--- src/rtl/ifetch.sv ---
// Instruction fetch stage: issues one imem read at a time and holds the fetched word for IF/ID.
// Latency: a word appears on inst/valid the cycle after its ack; peak rate is one instruction per two cycles.
// Backpressure: en_ifid low parks the held word in HOLD; a branch squashes it and redirects the stream.
module ifetch #(
  parameter logic [15:0] RESET_PC = 16'h0000
) (
  input  logic        clk,
  input  logic        reset,
  output logic        imem_req,
  output logic [15:0] imem_addr,
  input  logic        imem_ack,
  input  logic [15:0] imem_rdata,
  input  logic        br_taken,
  input  logic [15:0] br_target,
  input  logic        en_ifid,
  output logic [15:0] inst,
  output logic [15:0] pcinc,
  output logic        valid
);

  typedef enum logic [1:0] {BOOT, FETCH, HOLD, SQUASH} state_t;

  state_t      state, state_d;
  logic [15:0] pc, pc_d;
  logic [15:0] old_addr, old_addr_d;
  logic [15:0] inst_d, pcinc_d;
  logic        valid_d;

  // State register; reset drops the request at once because imem_req decodes from state.
  always_ff @(posedge clk or negedge reset) begin
    if (!reset) begin
      state <= BOOT;
    end else begin
      state <= state_d;
    end
  end

  // Next-state, request outputs and next datapath values.
  always_comb begin
    state_d    = state;
    pc_d       = pc;
    old_addr_d = old_addr;
    inst_d     = inst;
    pcinc_d    = pcinc;
    valid_d    = valid;
    imem_req   = 1'b0;
    imem_addr  = 16'h0000;
    case (state)
      BOOT: begin
        // Branches are ignored here; the first fetch always starts at RESET_PC.
        state_d = FETCH;
      end
      FETCH: begin
        imem_req  = 1'b1;
        imem_addr = pc;
        if (br_taken) begin
          pc_d    = br_target;
          valid_d = 1'b0;
          if (!imem_ack) begin
            // The request to pc is still in flight and must stay stable until acked.
            old_addr_d = pc;
            state_d    = SQUASH;
          end
        end else if (imem_ack) begin
          inst_d  = imem_rdata;
          pcinc_d = pc + 16'd1;
          valid_d = 1'b1;
          state_d = HOLD;
        end
      end
      HOLD: begin
        if (br_taken) begin
          pc_d    = br_target;
          valid_d = 1'b0;
          state_d = FETCH;
        end else if (en_ifid) begin
          pc_d    = pc + 16'd1;
          valid_d = 1'b0;
          state_d = FETCH;
        end
      end
      SQUASH: begin
        // Finish the abandoned request; its data is thrown away.
        imem_req  = 1'b1;
        imem_addr = old_addr;
        if (br_taken) begin
          pc_d    = br_target;
          valid_d = 1'b0;
        end
        if (imem_ack) begin
          state_d = FETCH;
        end
      end
      default: begin
        state_d = BOOT;
      end
    endcase
  end

  // Datapath registers, including the registered IF/ID-facing outputs.
  always_ff @(posedge clk or negedge reset) begin
    if (!reset) begin
      pc       <= RESET_PC;
      old_addr <= 16'h0000;
      inst     <= 16'h0000;
      pcinc    <= 16'h0000;
      valid    <= 1'b0;
    end else begin
      pc       <= pc_d;
      old_addr <= old_addr_d;
      inst     <= inst_d;
      pcinc    <= pcinc_d;
      valid    <= valid_d;
    end
  end

endmodule

--- config.mk ---
export PLATFORM = sky130hd
export DESIGN_NAME = ifetch
export DESIGN_NICKNAME = d
export VERILOG_FILES = /design/src/rtl/ifetch.sv
export SDC_FILE = /design/constraint.sdc
export NUM_CORES = 1
export LEC_CHECK = 0
export CAP_MARGIN = 10
export CORE_UTILIZATION = 51
export CTS_BUF_LIST = sky130_fd_sc_hd__clkbuf_4
export DETAILED_ROUTE_END_ITERATION = 7
export PLACE_DENSITY = 0.86
export REMOVE_ABC_BUFFERS = 1
export SETUP_SLACK_MARGIN = 0.15
export SLEW_MARGIN = 20
export SYNTH_ARGS = -nofsm -noshare
export SYNTH_HDL_FRONTEND = slang
export SYNTH_SLANG_ARGS = --single-unit
--- constraint.sdc ---
create_clock -name clk -period 2.7 [get_ports clk]
set_clock_uncertainty 0.15 [all_clocks]
set_input_delay 0.81 -clock clk [delete_from_list [all_inputs] [get_ports clk]]
set_output_delay 0.81 -clock clk [all_outputs]
set_load 0.02 [all_outputs]
* Word-level counts from Yosys, hierarchy flattened
Index checks and enable logic that the tools add are counted.
** Storage, ports and cells
- Register bits :: 67
- Bits in latches :: 0
- RAM bits :: 0
- Memory bits (read-only) :: 0
- Input port bits :: 37
- Output and inout bits :: 50
- Logic and storage cells :: 46
- Memories :: 0
** Cells by class
- $add $sub $neg :: 1
- $mul :: 0
- Div/mod/pow operators :: 0
- Order comparisons :: 0
- Eq/ne operators :: 9
- Shift operators :: 0
- Muxes and demuxes :: 19
- Bitwise logic cells :: 2
- Reduce and logical (&&, ||, !) cells :: 9
** Operators with widths (number)
- $pmux 16 s2 :: 2
- $mux 16 :: 3
- $add 16x1->16 const B :: 1
- $mux 2 :: 6
- $ne 3x3->1 const B :: 3
- $reduce_and 3->1 :: 3
- $pmux 2 s4 :: 1
- $reduce_and 4->1 :: 2
- $mux 1 :: 6
- $eq 2x2->1 const B :: 2
- $ne 2x2->1 const B :: 2
- $pmux 1 s3 :: 1
- $reduce_bool 3->1 :: 1
- $eq 2x1->1 const B :: 1
- $logic_not 2->1 :: 1
- $ne 2x1->1 const B :: 1
- $not 1->1 :: 2
- $reduce_bool 2->1 :: 1
- $reduce_or 2->1 :: 1

* Logic depth before layout (Yosys ltp)
Gate-level depths: netlist of run 1.
- Depth after elaboration :: 4
- Mapped depth :: 7
- Depth with buffers taken out :: 5

* Worst setup path after synthesis of run 1
No wires, ideal clock.
- Path kind :: register to output
- From :: register state[1]
- To :: output imem_addr[11]
- Data arrival time :: 1.491 ns
- Data required time :: 1.740 ns
- Slack :: 0.249 ns
- Cell stages (with the launch flop) :: 6
- Cells stage by stage :: dfrtp_1 clkbuf_1 buf_2 buf_2 mux2i_1 nor2_1
** Between the ends
- Word-level cells in the longest chain between the ends :: 2
** RTL lines
- start: declaration :: RTL line 23 : state_t state, state_d;
- start signal: assignment :: RTL line 34 : state <= state_d;
- $eq 2x2->1 or $eq 2x1->1 (tied branches) :: RTL line 48 : case (state)
- $pmux 16 s2 (*) :: RTL line 48
- end: declaration :: RTL line 10 : output logic [15:0] imem_addr,
Every way passes the cells marked *; elsewhere a longest branch is shown, timed or not.

* Worst setup path after layout of run 1
- From :: register state[1]
- To :: output imem_addr[10]
The elaborated chain is that of the path after synthesis.

==> metrics.txt, run 1 <==
# TYPE chip_impl_metric gauge
chip_impl_info{name="status",value="finished, final reports clean"} 1
chip_impl_metric{name="grt_start_max_net_pins",unit=""} 68
chip_impl_metric{name="power_per_cell_area",unit="nW/um^2"} 848
chip_impl_metric{name="wl_per_cell",unit="um"} 15.8
chip_impl_metric{name="diodes",unit=""} 0
chip_impl_metric{name="syn2layout_area_growth",unit="%"} 31.6
chip_impl_metric{name="grt_pass1_vias",unit=""} 2671
chip_impl_metric{name="leakagePower",unit="nW"} 1.88
chip_impl_metric{name="dieArea",unit="sq um"} 6970
chip_impl_metric{name="grt_overflow_total",unit=""} 0
chip_impl_metric{name="portBuffers",unit=""} 86
chip_impl_metric{name="worstMarginPinSlew",unit="ps"} 411
chip_impl_metric{name="grt_antenna_before_repair",unit=""} 0
chip_impl_metric{name="grt_pass1_wl",unit="um"} 12600
chip_impl_info{name="kind_of_start_point_of_the_critical_path",value="flop"} 1
chip_impl_metric{name="drt-initial-drc-count",unit=""} 178
chip_impl_metric{name="timing_hold_violations_final",unit=""} 0
chip_impl_info{name="crit_start",value="state[1]"} 1
chip_impl_info{name="rsz0062_at_grt",value="true"} 1
chip_impl_metric{name="cts_buffer_depth",unit=""} 2
chip_impl_metric{name="fmaxAchievable",unit="GHz"} 0.384
chip_impl_metric{name="cts_num_sinks",unit=""} 67
chip_impl_metric{name="final_nets",unit=""} 451
chip_impl_metric{name="drtPass1Iterations",unit=""} 4
chip_impl_metric{name="finalSetupViolCount",unit=""} 0
chip_impl_metric{name="timing.final.crit_share",unit="%"} 96.4
chip_impl_metric{name="finalWirelength",unit="um"} 7810
chip_impl_metric{name="share_of_the_core_filled_with_cells_in_the_final_layout",unit="%"} 69.8
chip_impl_metric{name="timing.max_slew.rel_slack",unit="%"} 72.6
chip_impl_metric{name="start_util",unit="%"} 53.1
chip_impl_metric{name="cts-hold-fix-buffers",unit=""} 0
chip_impl_info{name="cts_tree",value="done"} 1
chip_impl_metric{name="drive_above_1_share",unit="%"} 22.8
chip_impl_info{name="timing_worst_setup_path_type",value="flop to primary output"} 1
chip_impl_metric{name="ys_warn_count",unit=""} 0
chip_impl_metric{name="final_period_minus_worst_setup_slack",unit="ps"} 2600
chip_impl_metric{name="synthesis.area_per_instance",unit="sq um"} 10.5
chip_impl_metric{name="clk_latency",unit="ps"} 420
chip_impl_metric{name="dr_total_vias",unit=""} 2714
chip_impl_metric{name="critical_path_peak_fanout",unit=""} 6
chip_impl_metric{name="flip_flop_and_latch_count_after_synthesis",unit=""} 67
chip_impl_metric{name="place.detailed.hpwl",unit="um"} 5200
chip_impl_metric{name="netlist_area",unit="sq um"} 3390
chip_impl_metric{name="drc",unit=""} 0
chip_impl_metric{name="cp.required",unit="ps"} 1740
chip_impl_metric{name="placement_rows",unit=""} 29
chip_impl_metric{name="fp.coreArea",unit="sq um"} 6390
chip_impl_metric{name="total_negative_slack_for_setup_checks",unit="ps"} 0
chip_impl_info{name="timing.critical_path.to_type",value="primary output"} 1
chip_impl_info{name="timing.rr.start",value="pc[0]"} 1
chip_impl_metric{name="worst-endpoint-arrival",unit="ps"} 1640
chip_impl_metric{name="gr-usage-all-layers",unit="%"} 23.1
chip_impl_info{name="cts_root_buf",value="sky130_fd_sc_hd__clkbuf_4"} 1
chip_impl_info{name="hold_path.class",value="input pin to asynchronous set/reset pin"} 1
chip_impl_metric{name="cts_made_buffers",unit=""} 9
chip_impl_metric{name="ant_nets",unit=""} 0
chip_impl_metric{name="floorplan.die.height",unit="um"} 83.5
chip_impl_metric{name="synthesis.instances",unit=""} 324
chip_impl_metric{name="slew_violations",unit=""} 0
chip_impl_metric{name="worst_setup_hold_path_clk_slew",unit="ps"} 110
chip_impl_metric{name="die-width",unit="um"} 83.5
chip_impl_metric{name="number_of_vias_per_cell_after_detailed_routing",unit=""} 5.49
chip_impl_metric{name="timing.max_cap.violations",unit=""} 0
chip_impl_metric{name="globalplace.congestion",unit=""} 0.784
chip_impl_metric{name="htreeDepth",unit=""} 3
chip_impl_metric{name="synth.distinct_cells",unit=""} 42
chip_impl_metric{name="boundaryPins",unit=""} 87
chip_impl_metric{name="synth-seq-area-share",unit="%"} 49.5
chip_impl_metric{name="layout.filler_cells",unit=""} 493
chip_impl_metric{name="highest_ir_drop_seen_on_vdd",unit="mV"} 0.486
[cell usage after synthesis (all sizes together)]
cell type / count / share of area (%)
a21o: 1 / 0.22
a21oi: 26 / 4.0
a22o: 2 / 0.52
a22oi: 1 / 0.22
a2bb2oi: 7 / 1.8
a31oi: 5 / 0.92
and2: 1 / 0.18
and3: 2 / 0.37
and4: 1 / 0.26
buf: 17 / 2.5
clkbuf: 13 / 1.5
dfrtp: 67 / 49
ha: 1 / 0.37
inv: 8 / 0.89
mux2: 33 / 11
mux2i: 18 / 5.3
nand2: 16 / 1.8
nand3: 5 / 0.74
nand4: 3 / 1.2
nor2: 43 / 4.8
nor2b: 2 / 0.37
nor3: 2 / 0.30
nor3b: 2 / 0.44
nor4: 4 / 1.6
o21a: 1 / 0.22
o21ai: 13 / 1.9
o22a: 2 / 0.52
o22ai: 7 / 1.3
o2bb2ai: 2 / 0.52
or2: 1 / 0.18
or3: 1 / 0.18
or4: 3 / 1.0
xnor2: 8 / 2.1
xor2: 6 / 1.6
[worst paths after layout]
| check | end | slack, ps | cells past startpoint |
|---|---|---|---|
| setup reg to reg | pcinc[12] | 520 | 5 |
| min in group clk | pcinc[1] | 370 | 1 |
| hold reg to reg | pcinc[1] | 370 | 1 |
| setup / recovery | imem_addr[10] | 100 | 4 |
| max in group asynchronous | pc[9] | 1870 | 2 |
| hold / removal | inst[15] | 250 | 2 |
[critical path: stages, from the launching register on]
cell                              delay [ps]
sky130_fd_sc_hd__dfrtp_2                 470
sky130_fd_sc_hd__buf_6                   160
sky130_fd_sc_hd__mux2i_1                 120
sky130_fd_sc_hd__nor2_1                  140
sky130_fd_sc_hd__clkdlybuf4s15_1         330
[cells in the final DEF (no fill, tap or decap), types with 6 or more instances in the layout]
master                            instances
sky130_fd_sc_hd__xor2_1                   6
sky130_fd_sc_hd__mux2_2                  33
sky130_fd_sc_hd__inv_1                    7
sky130_fd_sc_hd__o21ai_0                 13
sky130_fd_sc_hd__buf_4                   17
sky130_fd_sc_hd__a2bb2oi_1                7
sky130_fd_sc_hd__clkbuf_4                10
sky130_fd_sc_hd__mux2i_1                 18
sky130_fd_sc_hd__clkbuf_2                11
sky130_fd_sc_hd__o22ai_1                  7
sky130_fd_sc_hd__nor2_1                  43
sky130_fd_sc_hd__xnor2_1                  8
sky130_fd_sc_hd__nand2_1                 16
sky130_fd_sc_hd__dfrtp_1                 65
sky130_fd_sc_hd__clkdlybuf4s50_1         68
sky130_fd_sc_hd__a21oi_1                 25
[registers in the layout (all words and copies together), names as in the netlist]
name	count
pcinc	16
pc	16
old_addr	16
inst	16
valid	1
state	2
[cells by family after synthesis]
kind of cell | Yosys count | share of synthesized area, %
buffers and inverters | 38 | 4.84
and+or+nand+nor | 86 | 13.3
muxes | 51 | 16.3
xor gates and xnor gates | 14 | 3.62
AOI/OAI and AO/OA | 67 | 12.1
adders and majority gates | 1 | 0.369
DFF | 67 | 49.5
[where the power goes]
part           leakage [nW]  internal (mW)  switching, mW
registers             0.767           1.34          0.233
logic                  1.06          0.841          0.838
clock network        0.0585          0.183          0.347
total                  1.88           2.36           1.42
[final cells by class]
| cell class | instances | area, sq um | share of cell area (%) |
|---|---|---|---|
| repair buffers | 108 | 1000 | 22.5 |
| inverters | 8 | 32.5 | 0.730 |
| well taps | 77 | 96.3 | 2.16 |
| clock buffers | 10 | 75.1 | 1.68 |
| multi-input cells | 219 | 1550 | 34.7 |
| clock inverters | 5 | 21.3 | 0.477 |
| flip-flops and latches | 67 | 1680 | 37.7 |
[metrics by stage]
step	power, mW	hold WS, ps	setup WS (ps)	std cells	cell area, sq um
6_report	3.78	246	96.3	494	4460
5_1_grt	3.99	265	50.5	494	4460
4_1_cts	3.82	252	27.1	492	4490
3_5_place_dp	3.34	346	29.8	476	4390
3_3_place_gp	3.28	339	129	476	4390
2_1_floorplan	2.50	330	-11.0	294	3250
[metal layers]
| layer | global-route usage, % | up-vias | wire length [um] |
|---|---|---|---|
| met5 | 0 | - | 0 |
| met4 | 9.09 | 0 | 131 |
| met3 | 4.95 | 13 | 462 |
| met2 | 38.6 | 94 | 3890 |
| met1 | 29.7 | 1294 | 3330 |
| li1 | - | 1313 | - |
[what timing repair did]
item,in CTS,in global routing
gates resized for setup,24,28
setup endpoints to repair,16,15
buffers inserted,1,2
No activity file was read; power rests on OpenSTA's default activity.
==> inputs of run 2 (changes only) <==
--- a/config.mk
+++ b/config.mk
@@ -6,10 +6,10 @@
 export NUM_CORES = 1
 export LEC_CHECK = 0
 export CAP_MARGIN = 10
-export CORE_UTILIZATION = 51
+export CORE_UTILIZATION = 35
 export CTS_BUF_LIST = sky130_fd_sc_hd__clkbuf_4
 export DETAILED_ROUTE_END_ITERATION = 7
-export PLACE_DENSITY = 0.86
+export PLACE_DENSITY = 0.63
 export REMOVE_ABC_BUFFERS = 1
 export SETUP_SLACK_MARGIN = 0.15
 export SLEW_MARGIN = 20
==> constraint.sdc (replaced) <==
create_clock -name clk -period 2.7 [get_ports clk]
set_clock_uncertainty 0.15 [all_clocks]
set_input_delay 0.54 -clock clk [delete_from_list [all_inputs] [get_ports clk]]
set_output_delay 0.54 -clock clk [all_outputs]
set_load 0.02 [all_outputs]
==> run 2 against run 1 <==
Effect of this change:
- sequential cell count did not move
- via count fell by 1.7%
- global-route usage fell by 6.4 points
- hold slack improved by 120 ps
- critical path depth did not move
- fmax rose by 5.9%
- die area rose by 45%
- design area rose by 1.3%
- final cell count rose by 9.1%
- power rose by 2.7%
- critical path type unchanged
==> metrics.txt, run 2 (synthesized netlist as in run 1, its figures left out) <==
# TYPE chip_impl_metric gauge
chip_impl_info{name="status",value="finished, final reports clean"} 1
chip_impl_metric{name="wl_per_cell",unit="um"} 14.9
chip_impl_metric{name="place.detailed.hpwl",unit="um"} 5540
chip_impl_metric{name="fp.coreArea",unit="sq um"} 9330
chip_impl_metric{name="number_of_vias_per_cell_after_detailed_routing",unit=""} 4.95
chip_impl_metric{name="final_period_minus_worst_setup_slack",unit="ps"} 2460
chip_impl_metric{name="leakagePower",unit="nW"} 1.86
chip_impl_metric{name="start_util",unit="%"} 36.3
chip_impl_metric{name="reg2reg_depth",unit=""} 5
chip_impl_metric{name="boundaryPins",unit=""} 87
chip_impl_metric{name="reg2reg_slack",unit="ps"} 490
chip_impl_metric{name="switching_share",unit="%"} 36.8
chip_impl_metric{name="worstMarginPinSlew",unit="ps"} 463
chip_impl_metric{name="critical_path_peak_fanout",unit=""} 12
chip_impl_metric{name="die-width",unit="um"} 100
chip_impl_info{name="whs_endpoint",value="inst[10]"} 1
chip_impl_metric{name="final_nets",unit=""} 443
chip_impl_metric{name="cts_num_sinks",unit=""} 67
chip_impl_metric{name="share_seq_of_total_power",unit="%"} 40.9
chip_impl_metric{name="timing.max_cap.violations",unit=""} 0
chip_impl_metric{name="power_per_cell_area",unit="nW/um^2"} 860
chip_impl_metric{name="internal_power",unit="mW"} 2.45
chip_impl_metric{name="portBuffers",unit=""} 86
chip_impl_metric{name="htreeDepth",unit=""} 3
chip_impl_metric{name="drtPass1Iterations",unit=""} 5
chip_impl_metric{name="grt_pass1_wl",unit="um"} 13000
chip_impl_metric{name="grt_antenna_before_repair",unit=""} 0
chip_impl_info{name="top_library_cells_by_usage_in_the_layout_fill_and_taps_aside",value="sky130_fd_sc_hd__clkdlybuf4s50_1, sky130_fd_sc_hd__dfrtp_1, sky130_fd_sc_hd__nor2_1, sky130_fd_sc_hd__mux2_2, sky130_fd_sc_hd__a21oi_1"} 1
chip_impl_metric{name="placement_rows",unit=""} 35
chip_impl_info{name="timing.rr.start",value="pc[0]"} 1
chip_impl_metric{name="dpl_worst_slack",unit="ps"} 282
chip_impl_metric{name="clk_latency",unit="ps"} 410
chip_impl_metric{name="globalplace.congestion",unit=""} 0.762
chip_impl_info{name="hold_path.class",value="flop to flop"} 1
chip_impl_info{name="reg2reg_capture_point",value="pc[12]"} 1
chip_impl_metric{name="fmaxAchievable",unit="GHz"} 0.407
chip_impl_metric{name="timing.max_slew.rel_slack",unit="%"} 69.1
chip_impl_metric{name="slew_violations",unit=""} 0
chip_impl_metric{name="power.net_switching",unit="mW"} 1.43
chip_impl_metric{name="timing_hold_violations_final",unit=""} 0
chip_impl_metric{name="worst_setup_hold_path_clk_slew",unit="ps"} 120
chip_impl_metric{name="syn2layout_area_growth",unit="%"} 33.3
chip_impl_metric{name="diodes",unit=""} 0
chip_impl_metric{name="share_comb_of_total_power",unit="%"} 42.1
chip_impl_metric{name="finalWirelength",unit="um"} 8050
chip_impl_info{name="cts_root_buf",value="sky130_fd_sc_hd__clkbuf_4"} 1
chip_impl_metric{name="multi_input_comb_area",unit="sq um"} 1550
chip_impl_info{name="kind_of_start_point_of_the_critical_path",value="flop"} 1
chip_impl_info{name="cts_tree",value="done"} 1
chip_impl_info{name="timing_worst_setup_path_type",value="flop to primary output"} 1
chip_impl_info{name="timing.critical_path.to_type",value="primary output"} 1
chip_impl_metric{name="cts_buffer_depth",unit=""} 2
chip_impl_metric{name="dr_total_vias",unit=""} 2668
chip_impl_metric{name="gr-usage-all-layers",unit="%"} 16.7
chip_impl_metric{name="grt_pass1_vias",unit=""} 2607
chip_impl_metric{name="cts_made_buffers",unit=""} 9
chip_impl_metric{name="postLayoutSetupSlackWorst",unit="ps"} 242
chip_impl_metric{name="layout.filler_cells",unit=""} 905
chip_impl_metric{name="seqCellArea",unit="sq um"} 1680
chip_impl_metric{name="hold_depth",unit=""} 1
chip_impl_metric{name="finalSetupViolCount",unit=""} 0
chip_impl_metric{name="cp.required",unit="ps"} 2010
chip_impl_info{name="crit_start",value="state[1]"} 1
chip_impl_metric{name="fin_cells",unit=""} 539
chip_impl_metric{name="worst-endpoint-arrival",unit="ps"} 1770
chip_impl_metric{name="drt-initial-drc-count",unit=""} 104
chip_impl_metric{name="floorplan.die.height",unit="um"} 100
chip_impl_metric{name="drc",unit=""} 0
chip_impl_metric{name="clkPwrFrac",unit="%"} 17.1
chip_impl_metric{name="highest_ir_drop_seen_on_vdd",unit="mV"} 0.295
chip_impl_info{name="rsz0062_at_grt",value="false"} 1
chip_impl_metric{name="dieArea",unit="sq um"} 10100
chip_impl_metric{name="placed_instance_count",unit=""} 522
chip_impl_info{name="final_common_cell",value="sky130_fd_sc_hd__clkdlybuf4s50_1"} 1
chip_impl_metric{name="timing.final.crit_share",unit="%"} 91.0
chip_impl_metric{name="drive_above_1_share",unit="%"} 18.5
chip_impl_metric{name="ant_nets",unit=""} 0
chip_impl_info{name="hold_path.startpoint",value="inst[10]"} 1
chip_impl_metric{name="grt_overflow_total",unit=""} 0
chip_impl_metric{name="grt_start_max_net_pins",unit=""} 37
-- run 2: cell types whose count changed in the layout (fill, tap and decap cells not counted), sizes merged, moves of 3 or more --
cell           before  now
dlygate4sd2         2   14
clkbuf             21   10
buf                25   14
clkdlybuf4s50      68   71
-- run 2: worst max-delay path by stage --
stage / end / slack (ps) / cells past startpoint
final: imem_addr[4] / 240 / 4
after global routing: imem_addr[14] / 150 / 3
after CTS: imem_addr[14] / 220 / 3
after detailed placement: inst[5] / 280 / 5
after global placement: old_addr[3] / 350 / 5
after floorplan: inst[0] / -10 / 3
-- run 2: layout make-up --
type	count	share of cell area [%]
clock inverter	6	1.25
tap	129	3.57
timing repair buffer	100	21.3
sequential	67	37.2
multi-input combinational	219	34.3
inverter	8	0.720
clock buffer	10	1.66
-- run 2: critical path, stage by stage, from the launching register on --
cell and delay (ps):
sky130_fd_sc_hd__dfrtp_2 440, sky130_fd_sc_hd__buf_4 240, sky130_fd_sc_hd__mux2i_1 300, sky130_fd_sc_hd__nor2_1 60, sky130_fd_sc_hd__dlygate4sd2_1 320
-- run 2: what timing repair did --
action	in CTS	in global routing
endpoints found under the hold margin	16	0
hold buffers	1	0
setup buffers	0	0
endpoints found under the setup margin	16	0
resized for setup	18	0
-- run 2: power groups by stage --
stage	clock network (mW)	registers (mW)	logic, mW
3_5_place_dp	0	1.61	1.71
6_report	0.662	1.59	1.63
3_3_place_gp	0	1.59	1.69
4_1_cts	0.676	1.59	1.66
2_1_floorplan	0	1.81	0.685
5_1_grt	0.716	1.64	1.76
-- run 2: stage by stage --
step                utilization, %  TNS, ps  cell area [sq um]  power, mW  hold slack, ps
finish                        48.4        0               4520       3.88             368
global route                  48.4        0               4520       4.11             390
CTS                           48.4        0               4520       3.92             373
global placement              47.0        0               4380       3.28             335
detailed placement            47.0        0               4380       3.32             337
floorplan                        -     -187               3250       2.50            94.4
-- run 2: per-layer routing --
| layer | vias to the layer above | wire (um) | GRT usage, % |
|---|---|---|---|
| met3 | 7 | 413 | 3.90 |
| li1 | 1298 | - | - |
| met1 | 1295 | 3770 | 22.9 |
| met2 | 68 | 3780 | 26.1 |
| met4 | 0 | 87 | 5.35 |
| met5 | - | 0 | 0 |
